==> config.mk <==
export PLATFORM = sky130hd
export DESIGN_NAME = fir_ntap_stream
export DESIGN_NICKNAME = d
export VERILOG_FILES = /design/src/rtl/fir_ntap_pkg.sv /design/src/rtl/fir_add_tree.sv /design/src/rtl/fir_ntap_stream.sv
export SDC_FILE = /design/constraint.sdc
export NUM_CORES = 1
export LEC_CHECK = 0
export ABC_AREA = 1
export BUFFER_PORTS_ARGS = -buffer_cell sky130_fd_sc_hd__buf_2
export CAP_MARGIN = 20
export CORE_MARGIN = 2
export CORE_UTILIZATION = 67
export CTS_BUF_LIST = sky130_fd_sc_hd__clkbuf_8
export DETAILED_ROUTE_END_ITERATION = 12
export GPL_TIMING_DRIVEN = 0
export PLACE_DENSITY = 0.84
export SLEW_MARGIN = 20
export SYNTH_ARGS = -nofsm -noshare
export SYNTH_HDL_FRONTEND = slang
export SYNTH_HIERARCHICAL = 1
export SYNTH_SLANG_ARGS = --single-unit
==> constraint.sdc <==
create_clock -name clk -period 4.5 [get_ports clk]
set_input_delay 0.9 -clock clk [delete_from_list [all_inputs] [get_ports clk]]
set_output_delay 0.9 -clock clk [all_outputs]
set_load 0.02 [all_outputs]
==> src/rtl/fir_ntap_pkg.sv <==
// fir_ntap_pkg: shared width helpers and coefficient defaults for fir_ntap_stream (clipping option: FIR_NTAP_SAT_EN)
package fir_ntap_pkg;
  function automatic int clog2(input int n);
    int r = 0;
    while ((1 << r) < n) r++;
    return r;
  endfunction
  function automatic int acc_w(input int dw, input int cw, input int taps);
    return dw + cw + clog2(taps);
  endfunction
  function automatic int def_coef(input int i);
    return i + 1;
  endfunction
  function automatic int level_n(input int n, input int l);
    int r = n;
    for (int k = 0; k < l; k++) r = (r + 1) / 2;
    return r;
  endfunction
  function automatic int tree_extra_lat(input int n);
    return (n > 8) ? 1 : 0;
  endfunction
endpackage

==> src/rtl/fir_add_tree.sv <==
// fir_add_tree: registered binary adder tree; odd leftovers pass through, wide trees add retiming levels
module fir_add_tree import fir_ntap_pkg::*; #(
  parameter int N = 4,
  parameter int W = 18
) (
  input  logic         clk,
  input  logic         rst,
  input  logic         i_en,
  input  logic         i_valid,
  input  logic [W-1:0] i_data [N],
  output logic         o_valid,
  output logic [W-1:0] o_sum
);
  localparam int LVL = clog2(N);
  localparam int EXTRA_LAT = tree_extra_lat(N);
  logic [W-1:0] w_node [LVL+1][N];
  logic [W-1:0] r_sum [EXTRA_LAT+1];
  logic [EXTRA_LAT:0] r_v;
  for (genvar j = 0; j < N; j++) begin : g_leaf
    assign w_node[0][j] = i_data[j];
  end
  for (genvar l = 0; l < LVL; l++) begin : g_lvl
    for (genvar j = 0; j < N; j++) begin : g_node
      if (j < level_n(N, l + 1)) begin : g_live
        if (2 * j + 1 < level_n(N, l)) begin : g_add
          assign w_node[l+1][j] = w_node[l][2*j] + w_node[l][2*j+1];
        end else begin : g_pass
          assign w_node[l+1][j] = w_node[l][2*j];
        end
      end else begin : g_dead
        assign w_node[l+1][j] = '0;
      end
    end
  end
  // Sum register followed by any retiming levels; everything freezes while downstream stalls
  always_ff @(posedge clk) begin
    if (rst) begin
      r_v <= '0;
      for (int k = 0; k <= EXTRA_LAT; k++) r_sum[k] <= '0;
    end else if (i_en) begin
      r_v <= (EXTRA_LAT + 1)'({r_v, i_valid});
      r_sum[0] <= w_node[LVL][0];
      for (int k = 1; k <= EXTRA_LAT; k++) r_sum[k] <= r_sum[k-1];
    end
  end
  assign o_valid = r_v[EXTRA_LAT];
  assign o_sum = r_sum[EXTRA_LAT];
endmodule

==> src/rtl/fir_ntap_stream.sv <==
// fir_ntap_stream: pipelined unsigned FIR with valid/ready stream and writable coefficients (clipping option: FIR_NTAP_SAT_EN)
module fir_ntap_stream import fir_ntap_pkg::*; #(
  parameter int DATA_W = 8,
  parameter int COEF_W = 8,
  parameter int TAPS = 4,
  parameter int OUT_W = 8,
  parameter int SHIFT = 0
) (
  input  logic                   clk,
  input  logic                   rst,
  input  logic                   in_valid,
  output logic                   in_ready,
  input  logic [DATA_W-1:0]      in_data,
  input  logic                   coef_we,
  input  logic [clog2(TAPS)-1:0] coef_addr,
  input  logic [COEF_W-1:0]      coef_data,
  output logic                   out_valid,
  input  logic                   out_ready,
  output logic [OUT_W-1:0]       out_data,
  output logic                   out_sat
);
  localparam int ACC_W = acc_w(DATA_W, COEF_W, TAPS);
  localparam int P_W = DATA_W + COEF_W;
  logic [DATA_W-1:0] r_x [TAPS];
  logic [COEF_W-1:0] r_c [TAPS];
  logic [P_W-1:0] r_p [TAPS];
  logic [ACC_W-1:0] w_p [TAPS];
  logic [ACC_W-1:0] w_sum;
  logic [OUT_W-1:0] w_next, r_out_data;
  logic r_xv, r_v1, w_v2, r_out_valid, r_sat, w_clip, w_stall, w_accept;
  assign w_stall = r_out_valid & ~out_ready;
  assign in_ready = ~w_stall;
  assign w_accept = in_valid & in_ready;
  // Delay line advances only on an accepted sample; r_xv flags a fresh sample for S1
  always_ff @(posedge clk) begin
    if (rst) begin
      for (int i = 0; i < TAPS; i++) r_x[i] <= '0;
      r_xv <= 1'b0;
    end else if (!w_stall) begin
      r_xv <= w_accept;
      if (w_accept) begin
        r_x[0] <= in_data;
        for (int i = 1; i < TAPS; i++) r_x[i] <= r_x[i-1];
      end
    end
  end
  // Coefficient bank: reset to 1..TAPS, out-of-range addresses dropped, writable even while stalled
  always_ff @(posedge clk) begin
    if (rst) for (int i = 0; i < TAPS; i++) r_c[i] <= COEF_W'(def_coef(i));
    else if (coef_we && int'(coef_addr) < TAPS) r_c[coef_addr] <= coef_data;
  end
  // S1: full-width products of the delay line and the current coefficients
  always_ff @(posedge clk) begin
    if (rst) begin
      r_v1 <= 1'b0;
      for (int i = 0; i < TAPS; i++) r_p[i] <= '0;
    end else if (!w_stall) begin
      r_v1 <= r_xv;
      for (int i = 0; i < TAPS; i++) r_p[i] <= P_W'(r_x[i]) * P_W'(r_c[i]);
    end
  end
  for (genvar i = 0; i < TAPS; i++) begin : g_ext
    assign w_p[i] = ACC_W'(r_p[i]);
  end
  fir_add_tree #(.N(TAPS), .W(ACC_W)) u_tree (
    .clk(clk),
    .rst(rst),
    .i_en(!w_stall),
    .i_valid(r_v1),
    .i_data(w_p),
    .o_valid(w_v2),
    .o_sum(w_sum)
  );
`ifdef FIR_NTAP_SAT_EN
  logic [ACC_W-1:0] w_shr;
  assign w_shr = w_sum >> SHIFT;
  assign w_clip = |(w_shr >> OUT_W);
  assign w_next = w_clip ? '1 : OUT_W'(w_shr);
`else
  assign w_clip = 1'b0;
  assign w_next = OUT_W'(w_sum >> SHIFT);
`endif
  // S3: scaled and narrowed output, held stable while the consumer stalls
  always_ff @(posedge clk) begin
    if (rst) begin
      r_out_valid <= 1'b0;
      r_out_data <= '0;
      r_sat <= 1'b0;
    end else if (!w_stall) begin
      r_out_valid <= w_v2;
      r_out_data <= w_next;
      r_sat <= w_clip;
    end
  end
  assign out_valid = r_out_valid;
  assign out_data = r_out_data;
  assign out_sat = r_sat;
endmodule

# [Word level (Yosys, flattened, before mapping)]
# Memories as Yosys holds them, arrays and structs flattened. A register that Yosys moved wholly into a read port is not among the register bits.
# Cells that the tools add are included.
[word_totals] mem_bits_rw=146 out_inout_bits=11 mem_count=4 inputBits=23 register_bits=4
[classes] bitwise=12 mux=25 mul=4 addsub=3 n_reduce_logical=3
[memory_table] memory="r_p" depth=4 width=16 read_ports=4 rd_ports_with_merged_regs=0 wr=4 line="fir_ntap_stream.sv:26" source="logic [P_W-1:0] r_p [TAPS];"
[memory_table] memory="r_c" depth=4 width=8 read_ports=4 rd_ports_with_merged_regs=0 wr=4 line="fir_ntap_stream.sv:25" source="logic [COEF_W-1:0] r_c [TAPS];"
[memory_table] memory="r_x" depth=4 width=8 read_ports=4 rd_ports_with_merged_regs=0 wr=4 line="fir_ntap_stream.sv:24" source="logic [DATA_W-1:0] r_x [TAPS];"
[memory_table] memory="u_tree.r_sum" depth=1 width=18 read_ports=1 rd_ports_with_merged_regs=1 wr=1 line="fir_add_tree.sv:17" source="logic [W-1:0] r_sum [EXTRA_LAT+1];"
[ops] operator="8-bit by 8-bit multiplier with 16-bit output" n=4
[ops] operator="16-bit 2-to-1 mux" n=4
[ops] operator="8-bit 2-to-1 mux" n=5
[ops] operator="16-bit by 16-bit adder with 17-bit output" n=2
[ops] operator="18-bit adder" n=1
[ops] operator="18-bit 2-to-1 mux" n=1
[ops] operator="18-bit OR reduction" n=1
[ops] operator="1-bit 2-to-1 mux" n=14
[ops] operator="1-bit OR" n=8
[ops] operator="8-bit OR reduction" n=1
[ops] operator="1-bit AND" n=2
[ops] operator="2-bit 2-to-1 mux" n=1
[ops] operator="1-bit inverter" n=2
[ops] operator="1-bit logical NOT" n=1

# [Logic depth before layout (Yosys ltp)]
[depth] depth_word=9 mapped_depth=17 ltp_nobuf=16

# [Cells and area by module]
# The synthesis kept the hierarchy.
[by_module_without_submodules] module="fir_ntap_stream" area_per_inst_um2=14706.6 seq_area_each_um2=4063.9 cells_each=1927 instances=1
[by_module_without_submodules] module="fir_add_tree" area_per_inst_um2=2758.9 seq_area_each_um2=560.5 cells_each=373 instances=1

# [Least setup slack after synthesis]
# OpenSTA, ideal clock, no wires.
[synth_path] path_kind="reg-to-reg" startpoint="memory r_x[1][5], in the netlist r_x[0][13]" endpoint="memory r_p[1][11] (netlist name), data pin" n_path_buf=1 path_slack_ns=0.629 setup_ns=0.253 path_stages_with_launch=19 synth_period_minus_slack_ns=3.871 arrival_ns=3.619 path_cell_list="edfxtp_1 > clkbuf_1 > nand2_1 > fa_1 > fa_1 > inv_1 > fa_1 > inv_1 > fa_1 > inv_1 > ha_1 > nand2_1 > inv_1 > nand2_1 > inv_1 > a21oi_1 > nand2_1 > nand2_1 > nor2_1"
[synth_lines] item="start, declared" line="fir_ntap_stream.sv:24"
[synth_lines] item="end, declared" line="fir_ntap_stream.sv:26"

==> results.txt <==
Summed over all layers, the routed wires come to 17300 um. For this run, the number of Yosys warnings is 6. The number of placement rows came out at 42.

Relative to the synthesized area, the layout overhead comes to 8.96%. The root buffer cell is sky130_fd_sc_hd__clkbuf_8. At the later pin of the worst-skew pair, clock insertion delay measures 460 ps.

The number of clock buffers inserted by TritonCTS is 17. Timing would allow up to approximately 270 MHz. Synthesis produced a netlist with a net count of 1264. The pin count of the biggest net entering global routing is 35. The normalized max-slew margin is 45.8%. The class of the worst hold path is reg -> reg. The clock drives 116 sinks. The remaining global-route overflow is 0. The share of post-route cells with drive strength above 1 is 8.94%. The setup TNS after final layout came out at 0 ps. The total of cells resized after clock tree synthesis came out at 0.

The remaining design rule violation count is 0. The largest delay contributor family on the critical path is adder cells. The worst-case IR drop observed on VDD is 0.355 mV.

Traced cell by cell, the critical path runs through clkbuf_1 -> nand2_1 -> inv_1 -> fa_1 -> fa_1 -> inv_1 -> fa_1 -> fa_1 -> inv_1 -> ha_1 -> nand2_1 -> nand2_1 -> inv_1 -> o21ai_2 -> nand2_1 -> nand2_1 -> nor2_1. The signal arrival time at the worst endpoint came out at 3960 ps. The netlist area before placement is between 9000 and 10000 um^2. The via count of the first global-routing pass came out at 6456.

The net count of the finished layout is 1315. The initial antenna violation count came out at 0. The worst path needs 3750 ps of the cycle, external delays included. The overall fraction of global-route tracks in use came out at 26.2%. The half-perimeter wire length after placement is 13600 um. Counting every instance in the synthesized netlist gives around 1100.

The total of fill cells in the finished design came out at ~920. The number of nets still failing antenna checks after routing is 0. For the worst setup path, the data required time is 4710 ps. The height of the die is 122 um.

The number of buffer and inverter stages on the critical path came out at 5. STA classifies the critical path startpoint as a flop. Across the run, the number of max-cap violations was 0. In this run, the number of DRC markers left after iteration 0 of detailed routing was about 400. In this run the worst path has a maximum fanout of 6. The final count of pins violating max slew is 0. Setup repair after global routing left no endpoint under its margin. The type of the worst setup path is reg -> reg. The final-report setup violation count is 0. The die covers 14800 um^2. On the critical path, the stage with the largest delay is an instance of sky130_fd_sc_hd__fa_1. In the final routed layout, each cell accounts on average for ~13 um.

The total of buffers placed on input and output ports came out at 32. The mean instance size in the synthesized netlist came out at 8.61 um^2. The run finished with clean final reports. The CTS tree is yes.

Power comes to 0.00357 W. In this run the horizontal extent of the chip is 122 um. The number of top-level design ports came out at 34.

0 antenna diodes ended up in the layout. The final hold violation count was 0. The routability congestion estimate from global placement is 0.908. The H-tree was split into 4 levels. The most numerous cell type found on the critical path is sky130_fd_sc_hd__nand2_1. The largest single stage delay on the critical path is 520 ps.

The clock transition at the registers of the reported paths is 70 ps. The fraction of the cycle the final worst path needs came out at 83.3%. The number of hold buffers added after CTS was 0. The power per cell area is approximately 350 nW/um^2. The length of the first detailed-routing pass in iterations came out at 5.

The worst hold slack across all endpoints is 442 ps. The number of setup buffers added after CTS is 0. The core footprint came out at 13400 um^2. The initial utilization of the core area, before any placement, comes to just under 70%.

The first global-routing pass estimated 29100 um of wire. Summed over all cells, the static leakage comes to ~5.7 nW. Using the TritonRoute via totals, the vias-per-cell ratio works out to 4.80.

The slew at the pin closest to its max-slew limit is 810 ps. Counting along the longest clock path gives a buffer depth of 2. Summing over every cut layer, the via total after detailed routing is approximately 6300. STA classifies the critical path endpoint as a flop. Between clock sinks in the finished design, the worst skew comes to 9.38 ps.
==> through the flow <==
stage	instances	util, %	instance area (um^2)	setup slack [ps]
after detailed placement	1285	72.1	9660	783
final	1317	75.4	10100	752
after global routing	1317	75.4	10100	522
after global placement	1285	72.0	9650	876
after CTS	1317	75.4	10100	752
after floorplan	1077	-	9270	1060
==> report_power, final <==
part           total (W)  leakage, nW  switching, W  internal (W)
logic            0.00114         4.24      0.000715      0.000424
registers        0.00138         1.24     0.0000396       0.00134
clock network    0.00106        0.210      0.000450      0.000606
==> sequential cells by signal, indices dropped and copies added (netlist names) <==
| signal | flops |
|---|---|
| r_v1 | 1 |
| out_data | 8 |
| r_x | 32 |
| r_c | 32 |
| r_xv | 1 |
| u_tree/o_valid | 1 |
| u_tree/r_sum | 8 |
| r_p | 32 |
| out_valid | 1 |
==> tightest hold or removal path, stage by stage, from the launching register on <==
cell and delay (ps):
sky130_fd_sc_hd__edfxtp_1 320, sky130_fd_sc_hd__nand2_1 50, sky130_fd_sc_hd__nand2_1 50
==> layer usage <==
metal | up-vias | share of wire (%) | track usage, % | wire, um
met5 | - | 0 | 0 | 0
met4 | 0 | 2.9 | 11.0 | 504
met3 | 34 | 5.0 | 5.24 | 864
met2 | 183 | 51 | 46.5 | 8890
met1 | 2973 | 41 | 31.1 | 7010
li1 | 3128 | - | - | -
==> path summary, 6_finish.rpt <==
path | start | endpoint | slack, ps | depth (start not counted)
hold reg to reg | u_tree/r_sum[0][4] | out_data[4] | 440 | 2
setup / recovery | r_c[3][2] | r_p[3][7] | 750 | 17
hold / removal | u_tree/r_sum[0][4] | out_data[4] | 440 | 2
setup reg to reg | r_c[3][2] | r_p[3][7] | 750 | 17
==> cells in the final DEF (no fill, tap or decap), drive strengths merged <==
| master | count |
|---|---|
| or2 | 2 |
| dfxtp | 12 |
| o21ai | 14 |
| nand3 | 25 |
| nor2 | 98 |
| edfxtp | 104 |
| bufinv | 4 |
| fa | 88 |
| clkbuf | 81 |
| clkinv | 4 |
| xor2 | 2 |
| buf | 46 |
| a21oi | 13 |
| inv | 356 |
| o31ai | 1 |
| nand2 | 210 |
| ha | 76 |
| clkinvlp | 4 |
| conb | 1 |
==> cell type report <==
class	instances	area [um^2]	area share, %
clock inverter	15	206	2.04
timing repair buffer	32	160	1.59
multi-input combinational	530	4250	42.1
inverter	353	1330	13.2
sequential	116	3360	33.3
clock buffer	17	234	2.32
buffer	78	339	3.36
tap	176	220	2.18
Note: power is estimated with default switching activity, not from simulation.
